File: src/rtl/time_disp_scan.sv
// rtl/time_disp_scan.sv - six-digit multiplexed 7-segment scanner for BCD hh:mm:ss
// Inputs are snapshotted once per frame; one field can blink for time-set mode.
module time_disp_scan #(
  parameter int SCAN_DIV     = 50000,
  parameter int BLINK_FRAMES = 64
) (
  input  logic       clk,
  input  logic       rst,
  input  logic [7:0] hour,
  input  logic [7:0] min,
  input  logic [7:0] sec,
  input  logic [1:0] blink_sel,
  input  logic       dp_en,
  output logic [5:0] an,
  output logic [6:0] seg,
  output logic       dp,
  output logic       frame_done
);

  localparam int DW = (SCAN_DIV > 1) ? $clog2(SCAN_DIV) : 1;
  localparam int BW = (BLINK_FRAMES > 1) ? $clog2(BLINK_FRAMES) : 1;

  logic [DW-1:0] div;
  logic [2:0]    idx;
  logic          started;
  logic          wrap_d;
  logic [7:0]    hour_s, min_s, sec_s;
  logic [BW-1:0] blink_cnt;
  logic          phase;
  logic [1:0]    sel_q;

  logic          terminal;
  logic          wrap;
  logic          sel_change;
  logic          blank;
  logic [7:0]    hour_src, min_src, sec_src;
  logic [3:0]    digit;
  logic [6:0]    seg_next;

  function automatic logic [6:0] decode(input logic [3:0] d);
    case (d)
      4'd0:    decode = 7'b1000000;
      4'd1:    decode = 7'b1111001;
      4'd2:    decode = 7'b0100100;
      4'd3:    decode = 7'b0110000;
      4'd4:    decode = 7'b0011001;
      4'd5:    decode = 7'b0010010;
      4'd6:    decode = 7'b0000010;
      4'd7:    decode = 7'b1111000;
      4'd8:    decode = 7'b0000000;
      4'd9:    decode = 7'b0010000;
      default: decode = 7'b1111111;
    endcase
  endfunction

  assign terminal   = (div == DW'(SCAN_DIV - 1));
  assign wrap       = started && terminal && (idx == 3'd5);
  assign sel_change = (blink_sel != sel_q);

  // On the very first edge after reset the snapshot is still loading, so the
  // first idx0 output is taken straight from the inputs being captured.
  always_comb begin
    hour_src = started ? hour_s : hour;
    min_src  = started ? min_s  : min;
    sec_src  = started ? sec_s  : sec;
    case (idx)
      3'd0:    digit = sec_src[3:0];
      3'd1:    digit = sec_src[7:4];
      3'd2:    digit = min_src[3:0];
      3'd3:    digit = min_src[7:4];
      3'd4:    digit = hour_src[3:0];
      3'd5:    digit = hour_src[7:4];
      default: digit = 4'hF;
    endcase
    seg_next = decode(digit);
    // Field index idx[2:1]: 0 sec, 1 min, 2 hour; blink_sel 11/10/01 maps to 0/1/2.
    blank = phase && !sel_change && (blink_sel != 2'b00) &&
            ((2'd3 - blink_sel) == idx[2:1]);
  end

  always_ff @(posedge clk or posedge rst) begin
    if (rst) begin
      div        <= '0;
      idx        <= 3'd0;
      started    <= 1'b0;
      wrap_d     <= 1'b0;
      hour_s     <= 8'h00;
      min_s      <= 8'h00;
      sec_s      <= 8'h00;
      blink_cnt  <= '0;
      phase      <= 1'b0;
      sel_q      <= 2'b00;
      an         <= 6'b111111;
      seg        <= 7'b1111111;
      dp         <= 1'b1;
      frame_done <= 1'b0;
    end else begin
      started    <= 1'b1;
      sel_q      <= blink_sel;
      wrap_d     <= wrap;
      frame_done <= wrap_d;

      if (!started || wrap) begin
        hour_s <= hour;
        min_s  <= min;
        sec_s  <= sec;
      end

      if (terminal) begin
        div <= '0;
        idx <= (idx == 3'd5) ? 3'd0 : idx + 3'd1;
      end else begin
        div <= div + DW'(1);
      end

      if (sel_change) begin
        blink_cnt <= '0;
        phase     <= 1'b0;
      end else if (wrap) begin
        if (blink_cnt == BW'(BLINK_FRAMES - 1)) begin
          blink_cnt <= '0;
          phase     <= ~phase;
        end else begin
          blink_cnt <= blink_cnt + BW'(1);
        end
      end

      if (blank) begin
        an  <= 6'b111111;
        seg <= 7'b1111111;
        dp  <= 1'b1;
      end else begin
        an  <= ~(6'b000001 << idx);
        seg <= seg_next;
        dp  <= ~(dp_en && ((idx == 3'd2) || (idx == 3'd4)));
      end
    end
  end

endmodule

File: config.mk
export PLATFORM = sky130hd
export DESIGN_NAME = time_disp_scan
export DESIGN_NICKNAME = d
export VERILOG_FILES = /design/src/rtl/time_disp_scan.sv
export SDC_FILE = /design/constraint.sdc
export NUM_CORES = 1
export LEC_CHECK = 0
export BUFFER_PORTS_ARGS = -buffer_cell sky130_fd_sc_hd__buf_2
export CAP_MARGIN = 20
export CELL_PAD_IN_SITES_DETAIL_PLACEMENT = 0
export CELL_PAD_IN_SITES_GLOBAL_PLACEMENT = 1
export CORE_MARGIN = 2
export CORE_UTILIZATION = 50
export CTS_CLUSTER_DIAMETER = 200
export DETAILED_ROUTE_END_ITERATION = 12
export PLACE_DENSITY = 0.83
export SYNTH_ARGS = -nofsm -noshare
export SYNTH_HDL_FRONTEND = slang
export SYNTH_SLANG_ARGS = --single-unit
File: constraint.sdc
create_clock -name clk -period 6.2 [get_ports clk]
set_clock_uncertainty 0.05 [all_clocks]
set_input_delay 0.62 -clock clk [delete_from_list [all_inputs] [get_ports clk]]
set_output_delay 0.62 -clock clk [all_outputs]
set_load 0.01 [all_outputs]
---- Word level (Yosys, flattened, before mapping) ----
Memory sizes are Yosys's and may differ from the RTL's.
Cells that the tools add are included.
word-level totals
  flip-flop bits (word level) ............. 69
  latch bits .............................. 0
  bits in writable memories ............... 0
  ROM bits ................................ 112
  input bits .............................. 29
  word-level logic and storage cells ...... 62
  memories kept ........................... 1
memories
  name              depth  width  read ports  clocked after memory_dff  wr ports  line  source
  (name not given)  16     7      1           0                         0         41    case (d)
operators by class
  add/sub/neg operators ................... 4
  $mul .................................... 0
  div/mod/pow operators ................... 0
  order comparisons ....................... 0
  equal/unequal tests ..................... 9
  shifts and indexed selects .............. 1
  muxes and demuxes ....................... 15
  bitwise logic cells ..................... 3
  reductions and logical operators ........ 15
operators with widths
  operator                                                                number
  6-bit 2-to-1 mux                                                        4
  8-bit 2-to-1 mux                                                        3
  4-bit case mux with 6 select lines                                      1
  16-bit by 1-bit adder with 16-bit output (second input constant)        1
  16-bit equality test (second input constant)                            1
  16-bit 2-to-1 mux                                                       1
  7-bit 2-to-1 mux                                                        1
  6-bit by 1-bit adder with 6-bit output (second input constant)          1
  3-bit by 2-bit equality test with 1-bit output (second input constant)  2
  3-bit equality test (second input constant)                             2
  6-bit equality test (second input constant)                             1
  1-bit logical AND                                                       6
  6-bit inverter                                                          1
  2-bit nonzero test                                                      3
  1-bit by 3-bit << shifter with 6-bit output (first input constant)      1
  1-bit 2-to-1 mux                                                        4
  3-bit by 1-bit adder with 3-bit output (second input constant)          1
  3-bit by 1-bit equality test with 1-bit output (second input constant)  1
  3-bit zero test                                                         1
  3-bit 2-to-1 mux                                                        1
  2-bit equality test                                                     1
  1-bit zero test                                                         2
  1-bit logical OR                                                        2
  2-bit != test                                                           1
  other kinds (3)                                                         4

---- Logic depth before layout (Yosys ltp) ----
  depth in word-level cells ............... 6
  gate-level depth with buffers ........... 10
  depth with buffers taken out ............ 8

---- Least setup slack after synthesis ----
No wires, ideal clock.
  path type ............................... register to register
  from .................................... register started
  to ...................................... register seg[1]
  arrival time ............................ 2124 ps
  path slack .............................. 3967 ps
  stages on the path, launching flop included .. 11
  clock period less this slack ............ 2233 ps
  cells stage by stage .................... dfrtp_1 > buf_6 > buf_8 > buf_6 > mux2_4 > a222oi_1 > nand4_2 > inv_1 > ha_1 > o21ai_1 > a21bo_1
between the ends
  longest elaborated chain between the ends .. 4
ends and longest elaborated chain
  element                                     line        source
  from (decl)                                 25          logic started;
  from (signal assigned)                      85          started <= 1'b0;
  from (signal assigned)                      98          started <= 1'b1;
  8-bit 2-to-1 mux, on equally long branches  63, 64, 65
  4-bit case mux with 6 select lines (*)      66          case (idx)
  memory read 16 x 7 bit (*)                  --
  7-bit 2-to-1 mux (*)                        128         if (blank) begin
  to (signal assigned)                        134         seg <= seg_next;
  to (decl)                                   15          output logic [6:0] seg,
Every way passes the cells marked *; elsewhere a longest branch is shown, timed or not.
A chain may end at the register's enable or synchronous reset.

---- Final worst setup path ----
  from .................................... register div[0]
  to ...................................... register hour_s[3]
between the ends
  longest elaborated chain between the ends .. 4
ends and longest elaborated chain
  element                         line  source
  from (decl)                     23    logic [DW-1:0] div;
  from (signal assigned)          113   div <= div + DW'(1);
  16-bit equality test            56    assign terminal = (div == DW'(SCAN_DIV - 1));
  1-bit logical AND (2 in a row)  57    assign wrap = started && terminal && (idx == 3'd5);
  1-bit logical OR                103   if (!started || wrap) begin
  to (signal assigned)            104   hour_s <= hour;
  to (decl)                       27    logic [7:0] hour_s, min_s, sec_s;
Every way passes these cells.

==> results by group <==
Hold path
  • Hold path endpoint: frame_done
  • Hold crit path type: flip-flop to flip-flop
  • Hold Crit Start: wrap_d
  • Worst hold path depth: 0

Setup path
  • Worst setup path class: flip-flop to flip-flop
  • Crit path top cell by count: nand2_1
  • CP endpoint kind: flip-flop
  • RR Startpoint: div[0]
  • WP buf/inv: 0
  • Critical Path Max Stage Delay: 0.75 ns
  • Required time worst endpoint: 6.38 ns
  • Startpoint class of the critical path: flip-flop
  • R2R Setup Slk: about 3.4 ns
  • Levels on crit path: 6
  • Worst path slowest cell: nand2_1
  • CP top delay family: simple AND/OR/NAND/NOR gates
  • Crit-path max FO: 24
  • Reg-to-reg endpoint: hour_s[3]
  • CP Cell Sequence: ha_1 -> and3_1 -> and4_1 -> nand2_1 -> nand2_1 -> mux2_2
  • Worst reg2reg path depth: 6
  • Critical Path AT: roughly 3.0 ns

GRT
  • Antenna violations before repair: 0
  • First-pass GRT wire length: around 11000 um
  • Number of global-route vias before repair: 2335
  • GR Overflow Total: 0
  • Largest net degree at the start of global routing: 70
  • Tot GR Track Use: 19.1%

Floorplanning
  • Chip Height: between 80 and 90 um
  • Die Wd: between 80 and 90 um
  • Row Count: 30
  • IO Count: 44
  • DIE AREA: 7510 sq um
  • Initial core utilization: approximately half
  • Core area: roughly 6700 sq um

Drt
  • Final wirelength: ~6400 um
  • ANT nets after route: 0
  • Avg WL per Cell: between 15 and 20 um
  • 1st-iter DRT viols: 159
  • DR vias/cell: roughly 5.5
  • Total number of vias: ~2300
  • First drt pass iteration count: 4
  • DRC: 0

Timing
  • Setup slack after layout: around 3.4 ns
  • RSZ-0062 raised after global routing: no
  • Worst Max-Slew Pin Slew: roughly 1 ns
  • Max Fclk: approximately 350 MHz
  • Max-slew violation count: 0
  • # setup viols final: 0
  • TNS Setup: 0 ns
  • Rel. slew slack: 33.0%
  • Fin. Hold Viols: 0
  • Hold_ws: around 0.30 ns
  • Final period util: 45.6%
  • Post-route minimum period: 2.83 ns

Yosys
  • Post-synth EDFFs: 0
  • Mux cell area share after synthesis: between 10% and 20%
  • Synth Cell Area: about 3400 sq um
  • Synth area leaders: dfrtp_1, mux2_2, dfstp_2
  • Synth cell types: 54
  • Synth Area in Adders: under 10%
  • Synthesized flop and latch total: between 60 and 70
  • Fraction of registers with async set/reset: 100%
  • Main synth FF type: dfrtp_1
  • Largest area contributor in the netlist: dfrtp_1
  • Synth warnings: 0
  • Register area share after synthesis: about half
  • Cells after Synth: 290
  • Post-synthesis net count: 325
  • Post-Synth Simple-Gate Area: 15.4%
  • Yosys top cell area share: approximately two fifths
  • Compound-Gate Fraction of Synth Area: 6.01%
  • Main combinational cell family by area after synthesis: multiplexers
  • Avg Inst Size Synth: 11.8 sq um
  • Post-Synth XOR/XNOR Area: roughly 5%

Final layout
  • Total Nets Final: approximately 370
  • Antenna cells: 0
  • Multi-input logic area: about 1600 sq um
  • Most common library cell in the layout ignoring fill and taps: dfrtp_1
  • Most frequent cells in the layout: dfrtp_1, mux2_2, buf_2
  • Reg area: around 1700 sq um
  • Fill count: 570
  • Layout cells sized above 1: between 30% and 40%
  • Area growth from synthesis to layout: 15.1%
  • Final Non-Filler Cells: 417

Clock tree
  • Setup Buffers After CTS: 0
  • Hold_buf cts: 0
  • Post-CTS sizing: 0
  • CTS sink cnt: 69
  • CTS buffer count: 9
  • Clock Path Buffers: 2
  • Clock root buffer master: clkbuf_8
  • H-tree depth: 3
  • CTS clk-pin slew, worst paths: 0.08 ns
  • CTS tree: yes
  • Clock insertion delay at the later pin of the skew report: approximately 0.35 ns

Place
  • DPL Wire Length: ~4400 um
  • Dpl cells: 400
  • Pre-CTS setup slack: between 3 and 4 ns
  • I/O Buffers: 43
  • Final GP Congestion: between 0.8 and 0.9

Power
  • Worst vdd ir: approximately 0.12 mV
  • Pwr/cell area: 265 nW/um^2
  • Pleak: between 1.5 and 2 nW

Run
  • Max_cap viols: 0

Outcome
  • Status: finished clean
## layer usage
metal	up-vias	share of wire [%]	global-route usage, %
li1	1122	-	-
met1	1136	45	23.5
met2	41	50	32.2
met3	11	3.6	4.29
met4	0	1.9	8.52
met5	-	0	0
## how the worst max path moves through the flow
| stage | from | endpoint | slack, ns |
|---|---|---|---|
| floorplan | rst | blink_cnt[0] | 3.81 |
| global placement | started | seg[1] | 3.29 |
| detailed placement | started | seg[1] | 3.30 |
| CTS | started | seg[1] | 3.28 |
| global route | div[4] | min_s[5] | 3.09 |
| finish | div[0] | hour_s[3] | 3.37 |
## cell usage after synthesis, drive strengths merged (3+ instances only)
library cell  instances
nor2                 17
xor2                 12
nand4                 8
a22oi                 4
clkbuf                4
mux2                 49
inv                   4
a222oi                4
nand2                24
nor4                  3
nand3                15
o21ai                 7
a21oi                 3
and4                  3
dfrtp                55
xnor2                 8
nor3b                 4
buf                  10
ha                    6
and3                  8
dfstp                14
## power by group
part           switching (mW)  internal (mW)  leakage [nW]
sequential             0.0101          0.479         0.840
clock                   0.181          0.262         0.129
combinational          0.0529         0.0546         0.808
## state kept, by name (all words and copies together), names as in the netlist
| signal | cells |
|---|---|
| sec_s | 8 |
| frame_done | 1 |
| min_s | 8 |
| started | 1 |
| blink_cnt | 6 |
| sel_q | 2 |
| wrap_d | 1 |
| seg | 7 |
| hour_s | 8 |
| phase | 1 |
| an | 6 |
| dp | 1 |
| div | 16 |
| idx | 3 |
## area by class of cell
cell class                      count  share of cell area, %
Sequential cell                    69                   44.4
Multi-Input combinational cell    202                   39.8
Timing Repair Buffer               45                   6.36
Clock buffer                       12                   5.06
Tap cell                           80                   2.55
Clock inverter                      4                   1.37
Inverter                            5                  0.509
## logic make-up (layout without fill, tap and decap cells)
family | count (synthesis) | in the layout
buffers and inverters | 19 | 66
adder cells (fa/ha/maj) | 6 | 6
AO/OA/AOI/OAI | 28 | 28
other | 1 | 1
XOR/XNOR | 20 | 20
AND/OR/NAND/NOR | 96 | 96
multiplexers | 51 | 51
flip-flops | 69 | 69
## stage by stage
stage / utilization [%] / cell area (sq um) / power, mW
after floorplan: - / 3420 / 0.574
after global routing: 58.5 / 3930 / 1.09
after CTS: 58.1 / 3910 / 1.05
after detailed placement: 54.4 / 3650 / 0.605
final: 58.5 / 3930 / 1.04
after global placement: 54.4 / 3650 / 0.602
(Power assumes the default switching activity.)
